$ cat config.mk
export PLATFORM = sky130hd
export DESIGN_NAME = hazard_scoreboard
export DESIGN_NICKNAME = d
export VERILOG_FILES = /design/src/rtl/hazard_scoreboard.sv
export SDC_FILE = /design/constraint.sdc
export NUM_CORES = 1
export LEC_CHECK = 0
export CORE_MARGIN = 3
export CORE_UTILIZATION = 40
export DETAILED_ROUTE_END_ITERATION = 8
export PLACE_DENSITY_LB_ADDON = 0.25
export SYNTH_ARGS = -nofsm -noshare
export SYNTH_HDL_FRONTEND = slang
export SYNTH_SLANG_ARGS = --single-unit
export TNS_END_PERCENT = 50
$ cat constraint.sdc
create_clock -name clk -period 3.7 [get_ports clk]
set_clock_uncertainty 0.05 [all_clocks]
set_input_delay 0.74 -clock clk [delete_from_list [all_inputs] [get_ports clk]]
set_output_delay 0.74 -clock clk [all_outputs]
set_load 0.02 [all_outputs]
$ cat src/rtl/hazard_scoreboard.sv
// Scoreboard hazard unit beside ID: per-register countdowns drive RAW stalls, an EX redirect drives flush.
// Latency: stall/flush are combinational from ID/EX and registered counters; new marks land on the issuing edge.
// Backpressure: stall holds PC and IF/ID; flush overrides stall. Optional macro HAZARD_FWD_EN selects the forwarding model.
module hazard_scoreboard #(
  parameter int DATA_WIDTH   = 32,
  parameter int REG_ADDR_W   = 5,
  parameter int WB_LAT       = 3,
  parameter int LOAD_USE_LAT = 1
) (
  input  logic                         clk,
  input  logic                         rst,
  input  logic                         id_valid,
  input  logic [6:0]                   id_opcode,
  input  logic [REG_ADDR_W-1:0]        id_rs1,
  input  logic [REG_ADDR_W-1:0]        id_rs2,
  input  logic [REG_ADDR_W-1:0]        id_rd,
  input  logic                         ex_valid,
  input  logic [DATA_WIDTH-1:0]        ex_pc_plus_4,
  input  logic [DATA_WIDTH-1:0]        ex_pc_target,
  output logic                         flush,
  output logic                         stall,
  output logic [(1<<REG_ADDR_W)-1:0]   busy_mask,
  output logic [DATA_WIDTH-1:0]        stall_cycles,
  output logic [DATA_WIDTH-1:0]        flush_count
);

  localparam int NREG  = 1 << REG_ADDR_W;
  localparam int CNT_W = $clog2(WB_LAT + 1);

  localparam logic [6:0] OP_R     = 7'b0110011;
  localparam logic [6:0] OP_I     = 7'b0010011;
  localparam logic [6:0] OP_LOAD  = 7'b0000011;
  localparam logic [6:0] OP_STORE = 7'b0100011;
  localparam logic [6:0] OP_BR    = 7'b1100011;
  localparam logic [6:0] OP_JAL   = 7'b1101111;
  localparam logic [6:0] OP_JALR  = 7'b1100111;
  localparam logic [6:0] OP_LUI   = 7'b0110111;
  localparam logic [6:0] OP_AUIPC = 7'b0010111;

  if (WB_LAT < 1 || WB_LAT > 7) begin : g_bad_wb_lat
    $error("hazard_scoreboard: WB_LAT must be 1..7");
  end
  if (LOAD_USE_LAT < 1 || LOAD_USE_LAT > WB_LAT) begin : g_bad_lu_lat
    $error("hazard_scoreboard: LOAD_USE_LAT must be 1..WB_LAT");
  end

  logic [CNT_W-1:0]      cnt_q [NREG];
  logic [CNT_W-1:0]      cnt_d [NREG];
  logic [CNT_W-1:0]      dec_cnt [NREG];
  logic [DATA_WIDTH-1:0] stall_cycles_q, stall_cycles_d;
  logic [DATA_WIDTH-1:0] flush_count_q, flush_count_d;

  logic use_rs1, use_rs2, writes;
  logic rs1_busy, rs2_busy, raw, issue;
  logic [CNT_W-1:0] set_lat;

  always_comb begin
    use_rs1 = 1'b0;
    use_rs2 = 1'b0;
    writes  = 1'b0;
    case (id_opcode)
      OP_R:     begin use_rs1 = 1'b1; use_rs2 = 1'b1; writes = 1'b1; end
      OP_I:     begin use_rs1 = 1'b1; writes = 1'b1; end
      OP_LOAD:  begin use_rs1 = 1'b1; writes = 1'b1; end
      OP_STORE: begin use_rs1 = 1'b1; use_rs2 = 1'b1; end
      OP_BR:    begin use_rs1 = 1'b1; use_rs2 = 1'b1; end
      OP_JAL:   writes = 1'b1;
      OP_JALR:  begin use_rs1 = 1'b1; writes = 1'b1; end
      OP_LUI:   writes = 1'b1;
      OP_AUIPC: writes = 1'b1;
      default:  ;
    endcase
  end

`ifdef HAZARD_FWD_EN
  // Forwarding covers ALU results; only a load's data arrives too late for the consumer in ID.
  logic is_load;
  assign is_load = (id_opcode == OP_LOAD);
  assign set_lat = is_load ? CNT_W'(LOAD_USE_LAT) : '0;
`else
  assign set_lat = CNT_W'(WB_LAT);
`endif

  assign rs1_busy = use_rs1 && (id_rs1 != '0) && (cnt_q[id_rs1] != '0);
  assign rs2_busy = use_rs2 && (id_rs2 != '0) && (cnt_q[id_rs2] != '0);
  assign raw      = id_valid && (rs1_busy || rs2_busy);

  assign flush = ex_valid && (ex_pc_plus_4 != ex_pc_target);
  assign stall = raw && !flush;
  assign issue = id_valid && !stall && !flush && writes && (id_rd != '0);

  // A newer writer to the same register may only lengthen the pending wait.
  always_comb begin
    for (int r = 0; r < NREG; r++) begin
      dec_cnt[r] = (cnt_q[r] != '0) ? (cnt_q[r] - CNT_W'(1)) : '0;
      cnt_d[r]   = dec_cnt[r];
      if (issue && (id_rd == REG_ADDR_W'(r)) && (set_lat > dec_cnt[r])) begin
        cnt_d[r] = set_lat;
      end
    end
    cnt_d[0] = '0;
  end

  always_comb begin
    for (int r = 0; r < NREG; r++) begin
      busy_mask[r] = (cnt_q[r] != '0);
    end
  end

  always_comb begin
    stall_cycles_d = stall_cycles_q;
    flush_count_d  = flush_count_q;
    if (stall && (stall_cycles_q != {DATA_WIDTH{1'b1}})) begin
      stall_cycles_d = stall_cycles_q + DATA_WIDTH'(1);
    end
    if (flush && (flush_count_q != {DATA_WIDTH{1'b1}})) begin
      flush_count_d = flush_count_q + DATA_WIDTH'(1);
    end
  end

  always_ff @(posedge clk) begin
    if (rst) begin
      for (int r = 0; r < NREG; r++) begin
        cnt_q[r] <= '0;
      end
      stall_cycles_q <= '0;
      flush_count_q  <= '0;
    end else begin
      for (int r = 0; r < NREG; r++) begin
        cnt_q[r] <= cnt_d[r];
      end
      stall_cycles_q <= stall_cycles_d;
      flush_count_q  <= flush_count_d;
    end
  end

  assign stall_cycles = stall_cycles_q;
  assign flush_count  = flush_count_q;

  a_flush_over_stall: assert property (@(posedge clk) !(stall && flush));

endmodule
-- Word-level counts from Yosys, hierarchy flattened
Memory sizes are Yosys's and may differ from the RTL's.
Cells that the tools add are included.
- input bits: 90
- logic and storage cells: 360
- bits in latches: 0
- register bits: 64
- bits in read-only memories: 0
- RAM bits: 64
- memories: 1
- memory list (memory ; depth ; bits a word ; rd ports ; clocked after memory_dff ; write ports ; RTL line ; text):
    cnt_q ; 32 ; 2 ; 34 ; 0 ; 32 ; 47 ; logic [CNT_W-1:0] cnt_q [NREG];
- equality and inequality tests: 43
- order comparisons: 31
- $mul: 0
- add/sub/neg operators: 33
- bitwise logic cells: 32
- reductions and logical operators: 118
- muxes and demuxes: 100
- divide/modulo/power cells: 0
- shift-type cells: 0
- operator list (kind ; count):
    2-to-1 mux 2 bit ; 94
    == test 5 bit (second input constant) ; 16
    logical AND 1 bit ; 75
    nonzero test 2 bit ; 34
    adder 32 x 1 -> 32 bit (second input constant) ; 2
    inequality test 32 bit (second input constant) ; 2
    greater-than comparator 2 bit (first input constant) ; 31
    subtractor 2 x 1 -> 2 bit (second input constant) ; 31
    == test 5 x 4 -> 1 bit (second input constant) ; 8
    inequality test 32 bit ; 1
    OR 1 bit ; 32
    == test 7 x 6 -> 1 bit (second input constant) ; 3
    == test 7 bit (second input constant) ; 3
    == test 5 x 3 -> 1 bit (second input constant) ; 4
    nonzero test 5 bit ; 3
    == test 7 x 5 -> 1 bit (second input constant) ; 2
    == test 5 x 2 -> 1 bit (second input constant) ; 2
    == test 7 x 2 -> 1 bit (second input constant) ; 1
    OR reduction 7 bit ; 1
    2-to-1 mux 1 bit ; 6
    OR reduction 6 bit ; 1
    == test 5 x 1 -> 1 bit (second input constant) ; 1
    OR reduction 3 bit ; 1
    logical NOT 1 bit ; 2
    logical OR 1 bit ; 1

-- Logic depth before layout (Yosys ltp)
Gate-level depths: netlist of run 1.
- depth after elaboration: 17
- mapped depth: 13

-- Worst setup path after synthesis of run 1
Ideal clock, no wire load.
- path kind: in2out
- start: in id_rs1[2]
- end: out stall
- path slack: 0.094 ns
- path buffers: 3
- cell stages on the path: 8
- arrival: 2.816 ns
- cell sequence: clkbuf_1 mux4_2 mux4_2 a221o_1 o31a_1 buf_6 clkbuf_1 nor2_1
- cells in the longest elaborated chain, start to end: 6
- ends and longest elaborated chain (item ; RTL line ; text):
    from (decl) ; 14 ; input logic [REG_ADDR_W-1:0] id_rs1,
    memory read (32 x 2 bit) or nonzero test 5 bit (tied branches) ; n/a ;
    nonzero test 2 bit or logical AND 1 bit (tied branches) ; 84 ; assign rs1_busy = use_rs1 && (id_rs1 != '0) && (cnt_q[id_rs1] != '0);
    logical AND 1 bit (*) ; 84 ;
    logical OR 1 bit (*) ; 86 ; assign raw = id_valid && (rs1_busy || rs2_busy);
    logical AND 1 bit (*) ; 86 ;
    logical AND 1 bit (*) ; 89 ; assign stall = raw && !flush;
    to (decl) ; 21 ; output logic stall,
Mark *: on every way between the ends. The rest lies on a longest branch, timed or not.

-- Worst setup path after layout of run 1
- start: in id_rs2[2]
- end: out stall
- cells in the longest elaborated chain, start to end: 6
- ends and longest elaborated chain (item ; RTL line ; text):
    from (decl) ; 15 ; input logic [REG_ADDR_W-1:0] id_rs2,
    memory read (32 x 2 bit) or nonzero test 5 bit (tied branches) ; n/a ;
    nonzero test 2 bit or logical AND 1 bit (tied branches) ; 85 ; assign rs2_busy = use_rs2 && (id_rs2 != '0) && (cnt_q[id_rs2] != '0);
    logical AND 1 bit (*) ; 85 ;
    logical OR 1 bit (*) ; 86 ;
    logical AND 1 bit (*) ; 86 ;
    logical AND 1 bit (*) ; 89 ;
Marked as above.

==> metrics.txt, run 1 <==
run status=finished clean; post-layout min period=3.63 ns; area of the mapped netlist=0.00663 mm²; area of all placed cells without fillers=0.00947 mm²; longest individual stage delay on the worst path=0.61 ns; Initial DRT Pass Iterations=4; number of global-route vias before repair=5,946; Netlist cell types=55; Crit. End Element=output port; worst slack at placement=-0.207 ns; Critical R2R Launch=cnt_q[27][0]; via total after detailed routing=6,403; Hold Violations, Final=0; Yosys warnings=0; worst path cell trace=clkdlybuf4s50_1, inv_1, a2111oi_2, a311o_1, nor4b_2, a41o_1, o31a_4, nor2_1, buf_4; number of placed instances, taps included=1,185; count of final max-slew check failures=0; worst-case hold path end point=cnt_q[29][0]; top-level port count=188; largest area contributor in the netlist=dfxtp_1; final setup violation count=0; routability cong.=0.877; Critical path buffers and inverters=3; relative area change from synthesis to final layout=42.7%; Antenna Nets Post-Route=0; Reg2Reg Depth=9; number of port buffers=186; clock tree from TritonCTS=yes; actual slew at the worst max-slew pin=1.09 ns; post-route insts no fill=1,220; peak supply drop=290 µV; Register-to-Register Setup Slack=0.71 ns; Worst Hold Launch=cnt_q[29][0]; post-synthesis async set-or-reset flop share=0; Die Area=0.0182 mm²; Data arrival, critical path=2.84 ns; critical path required time=2.91 ns; DRC violations left=0; worst hold path class=reg -> reg; fraction of layout cells with a size suffix above 1=0.125; CTS sink count=126; Max clock buf depth=2; Synth top cells by count=126 x dfxtp_1, 75 x nor2_1, 56 x xor2_1; total clock buffers created by CTS=17; floorplan row count=46; count of flip-flops with a built-in enable after synthesis=0; average wire per cell in the routed design=15.3 µm; Detailed Route Iter0 Violations=259; Top Family by Delay on Critical Path=compound AO/OA/AOI/OAI gates; final clock period utilization by the worst path=0.981; clock-pin transition on the worst setup and hold timing paths=0.06 ns; power density of the placed cells=341 mW/mm²; critical path's slowest cell=clkdlybuf4s50_1; global-route wire length before repair=29,800 µm; hold buffers post-CTS=0; leakage dissipation=3.46 nW; grt total ovfl=0; Synth Instances=798; share of the yosys chip area belonging to registers=0.380; overall fraction of global-route tracks in use=0.202; core footprint=0.0161 mm²; clk_lat worst skew=0.41 ns; dominant cell by count in the synthesized netlist=dfxtp_1; HPWL after detailed placement=13,800 µm; endpoint of the most critical register-to-register path=stall_cycles[12]; area fraction of the dominant cell type after synthesis=0.380; CP max FO=5; critical path type=in -> out; total wirelength of the detailed-routed design=18,700 µm; fill cell count=1,456; Post-layout nets=1,082; maximum number of pins on one net before global-route repair=114; top post-synthesis cells by area=dfxtp_1 38%, xor2_1 7.4%, nor2_1 4.2%; die span in y=135 µm; number of antenna violations at the first check in global routing=2; starting density of the core=0.413; critical path launch point type=input port; clock root buffer master=clkbuf_16; minimum setup slack in the final design=0.0713 ns; Mean Syn Cell Area=8.31 µm²; top flip-flop cell by instance count after synthesis=dfxtp_1; Max Clk Rate=276 MHz; relative slew slack=0.275; H-tree depth reported by CTS=4; placed cell area=0.00881 mm²; die extent in x=135 µm; number of vias per cell after detailed routing=5.25; Max Cap Viol=0; hold depth=1; Seq cells post-synth=126; Mapped Nets=890
==> where the power goes <==
part           internal [W]  switching (W)
Clock              0.000961       0.000615
Sequential          0.00136     0.00000292
Combinational      0.000158       0.000135
==> area by class of cell <==
type	count	area [µm²]	area share
antenna	1	2.50	0.000264
tap	216	270	0.0286
multi-input combinational	580	3790	0.400
inverter	44	165	0.0174
timing repair buffer	221	2150	0.227
sequential	126	2520	0.266
clock inverter	12	110	0.0116
clock buffer	20	457	0.0482
==> cell families (layout without fill, tap and decap cells) <==
family	count (synthesis)	after routing	synth area share
AND/OR/NAND/NOR	348	348	0.291
AO/OA/AOI/OAI	146	146	0.139
flip-flops	126	126	0.380
buffers and inverters	92	297	0.0583
XOR/XNOR	61	61	0.0806
multiplexers	22	22	0.0457
adder cells (fa/ha/maj)	2	2	0.00377
other	1	2	0.000565
==> worst max-delay path by stage <==
stage / depth (start not counted) / slack [ns] / start / endpoint
6_report: 9 / 0.07 / id_rs2[2] / stall
5_1_grt: 9 / -0.03 / id_rs2[2] / stall
4_1_cts: 9 / 0.01 / id_rs2[0] / stall
3_5_place_dp: 10 / -0.21 / id_rs1[0] / stall
3_3_place_gp: 9 / -0.17 / id_rs2[0] / stall
2_1_floorplan: 8 / 0.09 / id_rs1[2] / stall
==> cell usage in the layout (no fill, tap or decap), drive strengths merged, types with 5 or more instances in the layout <==
cell	n
clkdlybuf4s50	181
or3b	8
inv	47
mux2	16
dfxtp	126
xor2	56
o31ai	13
and3	13
nor4	13
buf	37
nor2b	19
nand2	34
clkbuf	20
nand3b	25
nand4	20
or3	8
nor2	75
nor3	30
and4	9
or2	19
o21ai	44
or4	15
o32ai	16
and2	9
mux4	5
xnor2	5
nand2b	10
a21oi	34
nand3	34
o22ai	16
==> flip-flops by register name, indices dropped and copies added (netlist names) <==
register / flops
flush_count: 32
cnt_q: 62
stall_cycles: 32
==> stage by stage <==
stage | setup TNS [ns] | utilization | hold WS, ns | total power, W
6_report | 0 | 0.589 | 0.420 | 0.00323
5_1_grt | -0.0290 | 0.589 | 0.449 | 0.00335
4_1_cts | 0 | 0.584 | 0.423 | 0.00326
3_5_place_dp | -2.30 | 0.549 | 0.414 | 0.00168
3_3_place_gp | -1.55 | 0.549 | 0.411 | 0.00167
2_1_floorplan | 0 | - | 0.382 | 0.00152
==> routing by layer <==
layer	track usage	up-vias	routed length [µm]
met2	0.328	156	8690
met3	0.0414	23	983
met1	0.273	2974	8800
met4	0.0611	2	244
met5	0	-	13
li1	-	3248	-
==> timing repair <==
action,4_1_cts,5_1_grt
pin swaps,0,3
resized for setup,6,12
setup endpoints to repair,1,2
setup buffers,0,2
No activity file was read; power rests on OpenSTA's default activity.
==> run 2, diff against run 1 <==
- CORE_MARGIN: 3 -> unset
- CTS_CLUSTER_SIZE: unset -> 30
- SKIP_CTS_REPAIR_TIMING: unset -> 1
==> run 2 against run 1 <==
Via count rose by 2.4%. Design area rose by 1.3%. Sequential cell count did not move. Core utilization rose by 0.74 points. Count of clock-buffer cells in the layout fell by 2. Global-route usage rose by 2.5 points. Power rose by 5.0%. Critical path depth did not move. Non-clock buffer count rose by 14. Sequential share of layout area fell by 0.33 points. Final cell count rose by 1.1%. Routed wire length rose by 1.5%. Largest cell class unchanged.
==> metrics.txt, run 2 (synthesized netlist as in run 1, its figures left out) <==
actual slew at the worst max-slew pin=1.10 ns; clock tree from TritonCTS=yes; Crit. End Element=output port; final clock period utilization by the worst path=0.973; overall fraction of global-route tracks in use=0.227; average wire per cell in the routed design=15.4 µm; clock-pin transition on the worst setup and hold timing paths=0.06 ns; commonest non-fill, non-tap cell in the layout=clkdlybuf4s50_1; core footprint=0.0161 mm²; number of port buffers=186; H-tree depth reported by CTS=4; global-route wire length before repair=30,000 µm; peak supply drop=290 µV; maximum number of pins on one net before global-route repair=90; Max Cap Viol=0; area used by multi-input combinational logic=0.00376 mm²; n_diodes=0; Die Area=0.0171 mm²; number of antenna violations at the first check in global routing=0; Data arrival, critical path=2.81 ns; die extent in x=131 µm; CP max FO=12; grt total ovfl=0; Initial DRT Pass Iterations=5; count of final max-slew check failures=0; CTS sink count=126; die span in y=131 µm; Max Clk Rate=278 MHz; critical path required time=2.91 ns; total power of the final layout=0.00339 W; via total after detailed routing=6,557; Reg area=0.00252 mm²; run status=finished clean; routability cong.=0.909; top-level port count=188; floorplan row count=46; relative area change from synthesis to final layout=44.5%; Antenna Nets Post-Route=0; minimum setup slack in the final design=0.0996 ns; HPWL after detailed placement=13,800 µm; Max clock buf depth=2; Post-layout nets=1,096; post-layout min period=3.60 ns; starting density of the core=0.413; power density of the placed cells=354 mW/mm²; worst hold path class=reg -> reg; total clock buffers created by CTS=17; worst slack at placement=-0.689 ns; Largest register FFs=62; fill cell count=1,435; total wirelength of the detailed-routed design=19,000 µm; fraction of layout cells with a size suffix above 1=0.136; relative slew slack=0.262; leakage dissipation=3.56 nW; number of global-route vias before repair=5,966; critical path type=in -> out; DRC violations left=0; clock root buffer master=clkbuf_16; number of vias per cell after detailed routing=5.32; Hold Violations, Final=0; register bank with the most flops=cnt_q; Detailed Route Iter0 Violations=333; critical path launch point type=input port; top library cells by usage in the layout, fill and taps aside=180 x clkdlybuf4s50_1, 126 x dfxtp_1, 74 x nor2_1; final setup violation count=0; clk_lat worst skew=0.42 ns
run 2: cell count changes in the layout (fill, tap and decap cells not counted), moves of 2 or more:
cell | previous run | this run
buf_4 | 33 | 49
bufinv_16 | 1 | 3
clkinv_2 | 3 | 1
clkinv_4 | 1 | 3
clkinvlp_4 | 4 | 2
dlygate4sd2_1 | 2 | 0
dlymetal6s2s_1 | 1 | 4
inv_6 | 3 | 5
run 2: stage by stage:
step	utilization	hold slack, ns	TNS, ns	instance area (µm²)	std cells
3_5_place_dp	0.555	0.414	-10.37	8910	1200
2_1_floorplan	-	0.382	0	6630	798
5_1_grt	0.597	0.445	-0.0320	9580	1233
3_3_place_gp	0.555	0.404	-5.94	8910	1200
4_1_cts	0.594	0.422	-0.780	9530	1232
6_report	0.597	0.419	0	9580	1233
run 2: critical path, cell delays in order:
cell,delay [ns]
clkdlybuf4s50_1,0.47
buf_6,0.16
nor2_1,0.07
a2111oi_2,0.38
a311oi_1,0.09
a41o_1,0.25
o31a_2,0.38
nor2_4,0.11
buf_4,0.15
run 2: layout make-up:
cell class                      count  area share
Sequential cell                   126       0.263
Clock inverter                     14      0.0188
Clock buffer                       18      0.0458
Multi-Input combinational cell    580       0.392
Inverter                           44      0.0172
Timing Repair Buffer              235       0.235
Tap cell                          216      0.0282
run 2: where the power goes:
group	internal, W	switching [W]
registers	0.00136	0.00000302
logic	0.000163	0.000135
clock network	0.00109	0.000643
total	0.00261	0.000782
run 2: routing by layer:
| metal | vias up | wire (µm) | track usage |
|---|---|---|---|
| met1 | 3072 | 8710 | 0.301 |
| met3 | 20 | 1320 | 0.0680 |
| met4 | 0 | 232 | 0.0683 |
| met5 | - | 0 | 0 |
| li1 | 3281 | - | - |
| met2 | 184 | 8730 | 0.355 |
run 2: path summary, 6_finish.rpt:
path,slack [ns],to,cells past startpoint,from
worst max register to register,0.53,flush_count[28],8,flush_count[3]
worst max-delay path,0.1,stall,9,id_rs2[1]
worst min register to register,0.42,cnt_q[28][0],1,cnt_q[28][0]
worst min-delay path,0.42,cnt_q[28][0],1,cnt_q[28][0]
==> run 3, diff against run 2 <==
- clock period: 3.7 -> 3.2 ns (I/O delays scaled with it)
==> run 3 against run 2 <==
The run now ends with negative setup slack left. Sequential power increased by 16%. Power is 10% higher. Sequential cell count unchanged. Sequential share of layout area down 0.56 points. Clock power increased by 5%. Die area is the same. Worst hold slack got worse by 0.0048 ns. Non-clock buffer count up 27. Combinational power grew 19%. Setup slack worse by 0.17 ns. Critical path type unchanged.
==> metrics.txt, run 3 (synthesized netlist as in run 1, its figures left out) <==
Max clock buf depth=2; clock tree from TritonCTS=yes; number of vias per cell after detailed routing=5.32; top-level port count=188; relative area change from synthesis to final layout=47.7%; HPWL after detailed placement=14,400 µm; worst hold path class=reg -> reg; clock-pin transition on the worst setup and hold timing paths=0.05 ns; Max Cap Viol=0; fraction of layout cells with a size suffix above 1=0.163; minimum setup slack in the final design=-0.0670 ns; Antenna Nets Post-Route=0; n_diodes=0; most congested layer reported by global routing=met2; count of final max-slew check failures=0; GRT met1 Usage=0.276; Max Clk Rate=306 MHz; failing checks=negative setup slack; commonest non-fill, non-tap cell in the layout=clkdlybuf4s50_1; global-route wire length before repair=31,000 µm; critical path launch point type=input port; average wire per cell in the routed design=15.4 µm; starting density of the core=0.413; maximum number of pins on one net before global-route repair=69; post-layout min period=3.27 ns; clk_lat worst skew=0.41 ns; die span in y=131 µm; H-tree depth reported by CTS=4; floorplan row count=46; core footprint=0.0161 mm²; Largest register FFs=62; CP max FO=4; number of global-route vias before repair=6,404; actual slew at the worst max-slew pin=0.681 ns; via total after detailed routing=6,698; final setup violation count=1; peak supply drop=338 µV; die extent in x=131 µm; Initial DRT Pass Iterations=8; critical path type=in -> out; number of port buffers=186; worst slack at placement=-0.977 ns; placed cell area=0.00909 mm²; total clock buffers created by CTS=17; overall fraction of global-route tracks in use=0.234; post-route worst hold slack=0.414 ns; leakage dissipation=3.70 nW; Finished Core Util=0.610; Crit. End Element=output port; final clock period utilization by the worst path=1.02; Detailed Route Iter0 Violations=319; unrepaired setup endpoints after global routing=yes; met3 GRT Util=0.0627; CTS sink count=126; run status=finished, violations left; top library cells by usage in the layout, fill and taps aside=177 x clkdlybuf4s50_1, 126 x dfxtp_1, 72 x nor2_1; routability cong.=0.891; critical path required time=2.51 ns; Post-layout nets=1,123; met2 track utilization from global routing=0.406; DRC violations left=0; clock root buffer master=clkbuf_16; number of antenna violations at the first check in global routing=0; Sum Neg Setup Slack=-0.0670 ns; power density of the placed cells=382 mW/mm²; Data arrival, critical path=2.58 ns; relative slew slack=0.545; area of all placed cells without fillers=0.00979 mm²; grt total ovfl=0; Die Area=0.0171 mm²; register bank with the most flops=cnt_q; total wirelength of the detailed-routed design=19,400 µm; Hold Violations, Final=0
==> run 3: cell types whose count changed in the layout (fill, tap and decap cells not counted), moves of 3 or more <==
cell             change
inv_6                -5
buf_4               +21
clkbuf_1             +3
buf_6                +6
nor4_2               +3
clkinv_4             -3
nor4_1               -3
clkbuf_8             +3
clkdlybuf4s50_1      -3
nor2_2               +3
==> run 3: path summary, 6_finish.rpt <==
kind | from | end | slack (ns) | depth (start not counted)
setup / recovery | id_rs1[0] | stall | -0.07 | 7
hold / removal | cnt_q[28][0] | cnt_q[28][0] | 0.41 | 1
setup reg to reg | cnt_q[7][0] | cnt_q[8][1] | 0.13 | 9
hold reg to reg | cnt_q[28][0] | cnt_q[28][0] | 0.41 | 1
==> run 3: per-stage QoR <==
stage               instances  total power, W
finish                   1258         0.00374
global route             1258         0.00388
CTS                      1253         0.00377
detailed placement       1223         0.00195
global placement         1223         0.00195
floorplan                 798         0.00176
==> run 3: layer usage <==
metal | vias to the layer above | part of all wire
li1 | 3333 | -
met1 | 3122 | 0.43
met2 | 221 | 0.50
met3 | 22 | 0.060
met4 | 0 | 0.015
met5 | - | 0
==> run 3: layout make-up <==
cell class	instances	area [µm²]
timing repair buffer	262	2480
multi-input combinational	580	3810
inverter	44	165
clock inverter	6	60.1
sequential	126	2520
clock buffer	24	492
tap	216	270
fill	1408	6260
==> run 3: worst max-delay path, stage by stage <==
cell and delay, ns:
clkbuf_2 0.16, mux4_2 0.51, mux4_2 0.49, a221o_1 0.31, o31a_2 0.15, nor2_2 0.17
buf_6 0.14
==> run 3: power breakdown <==
| part | leakage [nW] | internal [W] | total, W | switching (W) |
|---|---|---|---|---|
| logic | 2.42 | 0.000194 | 0.000357 | 0.000163 |
| registers | 1.01 | 0.00157 | 0.00158 | 0.00000356 |
| clock network | 0.268 | 0.00114 | 0.00181 | 0.000672 |
| total | 3.70 | 0.00290 | 0.00374 | 0.000839 |
